[config.mk]
export PLATFORM = sky130hd
export DESIGN_NAME = viterbi_frame_ctrl
export DESIGN_NICKNAME = d
export VERILOG_FILES = /design/src/rtl/viterbi_frame_ctrl.sv
export SDC_FILE = /design/constraint.sdc
export NUM_CORES = 1
export LEC_CHECK = 0
export ABC_AREA = 1
export BUFFER_PORTS_ARGS = -buffer_cell sky130_fd_sc_hd__buf_2
export CELL_PAD_IN_SITES_DETAIL_PLACEMENT = 1
export CELL_PAD_IN_SITES_GLOBAL_PLACEMENT = 2
export CORE_ASPECT_RATIO = 0.7
export CORE_UTILIZATION = 27
export DETAILED_ROUTE_END_ITERATION = 8
export HOLD_SLACK_MARGIN = 0.06
export PLACE_DENSITY_LB_ADDON = 0.1
export RECOVER_POWER = 100
export REMOVE_ABC_BUFFERS = 1
export SLEW_MARGIN = 30
export SYNTH_ARGS = -nofsm -noshare
export SYNTH_HDL_FRONTEND = slang
export SYNTH_SLANG_ARGS = --single-unit
[constraint.sdc]
create_clock -name clk_i -period 1.6 [get_ports clk_i]
set_clock_uncertainty 0.05 [all_clocks]
set_input_delay 0.32 -clock clk_i [delete_from_list [all_inputs] [get_ports clk_i]]
set_output_delay 0.32 -clock clk_i [all_outputs]
set_load 0.02 [all_outputs]
[src/rtl/viterbi_frame_ctrl.sv]
// Frame sequencer for a K=3 rate-1/2 Viterbi decoder: runs the ACS phase once per
// accepted symbol, then walks survivor memory backwards and emits decoded bits.
module viterbi_frame_ctrl #(
    parameter int FRAME_LEN = 16,
    parameter int ADDR_W    = 4,
    parameter int TAIL_LEN  = 2
) (
    input  logic              clk_i,
    input  logic              rst_i,
    input  logic              start_i,
    input  logic              sym_valid_i,
    output logic              sym_ready_o,
    output logic              acs_en_o,
    output logic              pm_clr_o,
    output logic              surv_we_o,
    output logic [ADDR_W-1:0] surv_addr_o,
    output logic              tb_load_o,
    output logic              tb_en_o,
    input  logic              tb_bit_i,
    output logic              dec_bit_o,
    output logic              dec_valid_o,
    output logic              busy_o,
    output logic              done_o
);

    typedef enum logic [2:0] {
        S_IDLE, S_INIT, S_ACS, S_TBLD, S_TB, S_DRAIN, S_DONE
    } state_e;

    localparam logic [ADDR_W-1:0] LAST_ADDR = ADDR_W'(FRAME_LEN - 1);
    localparam logic [ADDR_W-1:0] OUT_LIMIT = ADDR_W'(FRAME_LEN - TAIL_LEN);

    state_e            state_q, state_d;
    logic [ADDR_W-1:0] wr_cnt_q, wr_cnt_d;
    logic [ADDR_W-1:0] rd_cnt_q, rd_cnt_d;
    logic              rd_pend_q, rd_pend_d;
    logic              accept;

    assign accept = (state_q == S_ACS) && sym_valid_i;

    always_ff @(posedge clk_i) begin
        if (rst_i) begin
            state_q   <= S_IDLE;
            wr_cnt_q  <= '0;
            rd_cnt_q  <= '0;
            rd_pend_q <= 1'b0;
        end else begin
            state_q   <= state_d;
            wr_cnt_q  <= wr_cnt_d;
            rd_cnt_q  <= rd_cnt_d;
            rd_pend_q <= rd_pend_d;
        end
    end

    always_comb begin
        state_d = state_q;
        unique case (state_q)
            S_IDLE:  if (start_i) state_d = S_INIT;
            S_INIT:  state_d = S_ACS;
            S_ACS:   if (accept && (wr_cnt_q == LAST_ADDR)) state_d = S_TBLD;
            S_TBLD:  state_d = S_TB;
            S_TB:    if (rd_cnt_q == '0) state_d = S_DRAIN;
            S_DRAIN: state_d = S_DONE;
            S_DONE:  state_d = S_IDLE;
            default: state_d = S_IDLE;
        endcase
    end

    // Counters hold at their terminal values instead of wrapping.
    always_comb begin
        wr_cnt_d = wr_cnt_q;
        rd_cnt_d = rd_cnt_q;
        if (state_q == S_INIT) begin
            wr_cnt_d = '0;
        end else if (accept && (wr_cnt_q != LAST_ADDR)) begin
            wr_cnt_d = wr_cnt_q + 1'b1;
        end
        if (state_q == S_TBLD) begin
            rd_cnt_d = LAST_ADDR;
        end else if ((state_q == S_TB) && (rd_cnt_q != '0)) begin
            rd_cnt_d = rd_cnt_q - 1'b1;
        end
        // Tail addresses are read but never reported as decoded bits.
        rd_pend_d = (state_q == S_TB) && (rd_cnt_q < OUT_LIMIT);
    end

    always_comb begin
        sym_ready_o = 1'b0;
        acs_en_o    = 1'b0;
        pm_clr_o    = 1'b0;
        surv_we_o   = 1'b0;
        surv_addr_o = '0;
        tb_load_o   = 1'b0;
        tb_en_o     = 1'b0;
        busy_o      = (state_q != S_IDLE);
        done_o      = 1'b0;
        unique case (state_q)
            S_INIT: pm_clr_o = 1'b1;
            S_ACS: begin
                sym_ready_o = 1'b1;
                acs_en_o    = sym_valid_i;
                surv_we_o   = sym_valid_i;
                surv_addr_o = wr_cnt_q;
            end
            S_TBLD: tb_load_o = 1'b1;
            S_TB: begin
                tb_en_o     = 1'b1;
                surv_addr_o = rd_cnt_q;
            end
            S_DONE: done_o = 1'b1;
            default: ;
        endcase
    end

    assign dec_valid_o = rd_pend_q;
    assign dec_bit_o   = rd_pend_q & tb_bit_i;

endmodule

==> flow_metrics.env <==
export IMPL_status="finished, final reports clean"
export IMPL_avgSynthCellArea_um2=7.03
export IMPL_synthAdderAreaFrac=0.0345
export IMPL_antenna_found_initial=0
export IMPL_numPlacedInstances=155
export IMPL_yosysSeqAreaShare=0.332
export IMPL_cts_root_buf="clkbuf_8"
export IMPL_slew_headroom=0.836
export IMPL_worst_hold_path_type="in2reg"
export IMPL_cts_buffers=3
export IMPL_yosys_area_top_type="dfxtp_1"
export IMPL_ys_ff_latch=12
export IMPL_grt_overflow_total=0
export IMPL_synthToLayoutAreaGrowth_pct=38.7
export IMPL_syn_area_um2=724
export IMPL_coreArea_um2=2500
export IMPL_syn_inst=103
export IMPL_nets=136
export IMPL_num_antenna_cells=0
export IMPL_cp_max_fo=5
export IMPL_synth_top_cell_area_share=0.332
export IMPL_multi_input_area_um2=455
export IMPL_rsz0062_at_grt="true"
export IMPL_irDropWorstVdd_v=0.000344
export IMPL_synth_compound_area_frac=0.152
export IMPL_yosysUniqueCellTypes=23
export IMPL_hold_viol_final=0
export IMPL_fin_cells=162
export IMPL_die_area_um2=2900
export IMPL_pwr_density_cell_nw_per_um2=992
export IMPL_p_leak_uw=0.000430
export IMPL_setup_worst_path_start_class="flop"
export IMPL_post_route_period_util=0.953
export IMPL_synthXorXnorAreaFrac=0.0121
export IMPL_rows=15
export IMPL_slew_viol_final=0
export IMPL_drv_cap=0
export IMPL_synth_top_flop_cell="dfxtp_1"
export IMPL_final_cell_mix="nand2_1, nand3_1, buf_2"
export IMPL_synth_async_reset_ratio=0
export IMPL_max_stage_delay_ns=0.38
export IMPL_drtIter0Drc=17
export IMPL_cp_slowest_cell="dfxtp_4"
export IMPL_synth_top_family_by_area="simple AND/OR/NAND/NOR gates"
export IMPL_power_uw=996
export IMPL_ant_nets=0
export IMPL_synth_edf_count=0
export IMPL_grt_pass1_wl_mm=3.37
export IMPL_crit_path_end_kind="output port"
export IMPL_setup_viol=0
export IMPL_grt_max_degree=10
export IMPL_die_w_um=63.9
export IMPL_wl_mm=2.09
export IMPL_worst_pin_slew_ns=0.246
export IMPL_die_h_um=45.3
export IMPL_design_area_um2=1000
export IMPL_start_util=0.290
export IMPL_clock_sinks=12
export IMPL_clock_latency_ns=0.24
export IMPL_hold_ws_ns=0.301
export IMPL_vias_per_cell=4.69
export IMPL_num_vias=760
export IMPL_port_buffers=18
export IMPL_detail_route_wl_per_cell_um=12.9
export IMPL_yosys_warnings=0
export IMPL_final_common_cell="nand2_1"
export IMPL_place_area_um2=861
export IMPL_dpl_hpwl_mm=1.61
export IMPL_cts_tree="built"
export IMPL_grt_pass1_vias=728
export IMPL_cp_cell_sequence="inv_4 > nand3_4 > o22ai_1 > buf_2"
export IMPL_crit_required_ns=1.23
export IMPL_fmax_mhz=656
export IMPL_yosys_area_share_simple=0.371
export IMPL_fillCellCount=316
export IMPL_period_needed_ns=1.52
export IMPL_remaining_drc_errors=0
export IMPL_htreeDepth=1
export IMPL_clockBufferDepth=2
export IMPL_seqCellArea_um2=249
export IMPL_synthMuxAreaShare=0
export IMPL_grt_total_usage=0.159
export IMPL_drive_above_1_share=0.406
export IMPL_worstSetupPathType="reg2out"
export IMPL_gp_congestion=0.746
export IMPL_clk_pin_slew_ns=0.06
export IMPL_ios=19
export IMPL_synthTopCellsByArea="dfxtp_1, nand2_1, nand3_1, inv_1, a21oi_2"
export IMPL_cp_arrival_ns=1.15
export IMPL_drt_first_pass_iters=4
-- registers in the layout, indices dropped and copies added, names as in the netlist --
register     cells
state_q          3
wr_cnt_q         4
rd_cnt_q         4
dec_valid_o      1
-- Yosys cell counts (2+ instances only) --
cell and n:
a21oi_2 4, inv_2 3, ha_1 2, nor2_4 2, nand3_1 15, o22ai_1 3, nor2_1 7, inv_1 11
buf_4 2, dfxtp_1 12, a21oi_1 6, nand2_2 3, nand2_1 23
-- worst paths after layout --
path / depth (start not counted) / slack (ns) / startpoint / to
max: 4 / 0.08 / state_q[1] / surv_addr_o[3]
min: 3 / 0.30 / start_i / state_q[0]
max reg2reg: 5 / 0.24 / wr_cnt_q[0] / wr_cnt_q[0]
min reg2reg: 2 / 0.46 / wr_cnt_q[3] / wr_cnt_q[3]
-- power breakdown --
part / internal [uW] / switching [uW] / total (uW)
registers: 325 / 33.4 / 358
logic: 113 / 190 / 303
clock network: 218 / 118 / 336
total: 655 / 341 / 996
-- critical path, delay by kind of cell (launching register included) --
| kind | cells | cell delay, ns |
|---|---|---|
| buf+inv | 2 | 0.27 |
| compound gates | 1 | 0.16 |
| simple gates | 1 | 0.10 |
| flops | 1 | 0.38 |
-- area by class of cell --
type                       instances  share of cell area
sequential                        12               0.248
tap                               34              0.0423
timing repair buffer              24               0.144
clock buffer                       4              0.0548
multi-input combinational         74               0.453
inverter                          14              0.0573
-- kinds of logic after synthesis --
family                   count (synthesis)
AND/OR/NAND/NOR                         54
buffers and inverters                   17
flip-flops                              12
AO/OA/AOI/OAI                           17
adder cells (fa/ha/maj)                  2
XOR/XNOR                                 1
-- timing repair --
| action | in CTS | in global routing |
|---|---|---|
| resized for setup | 7 | 14 |
| setup buffers | 1 | 2 |
| pin swaps | 0 | 2 |
| cloned | 0 | 0 |
| setup endpoints to repair | 6 | 7 |
| hold buffers | 0 | 0 |
-- per-stage QoR --
step              TNS, ns   util  worst slack [ns]
6_report                0  0.403            0.0758
3_5_place_dp            0  0.345             0.149
2_1_floorplan           0      -            0.0613
4_1_cts          -0.00669  0.379          -0.00669
3_3_place_gp            0  0.345             0.156
5_1_grt        -0.0000728  0.403        -0.0000728
-- per-layer routing --
metal,GRT usage,part of all wire
met1,0.198,0.52
met2,0.260,0.42
met3,0.0606,0.053
met4,0.0409,0.0062
met5,0,0
Note: power is estimated with default switching activity, not from simulation.
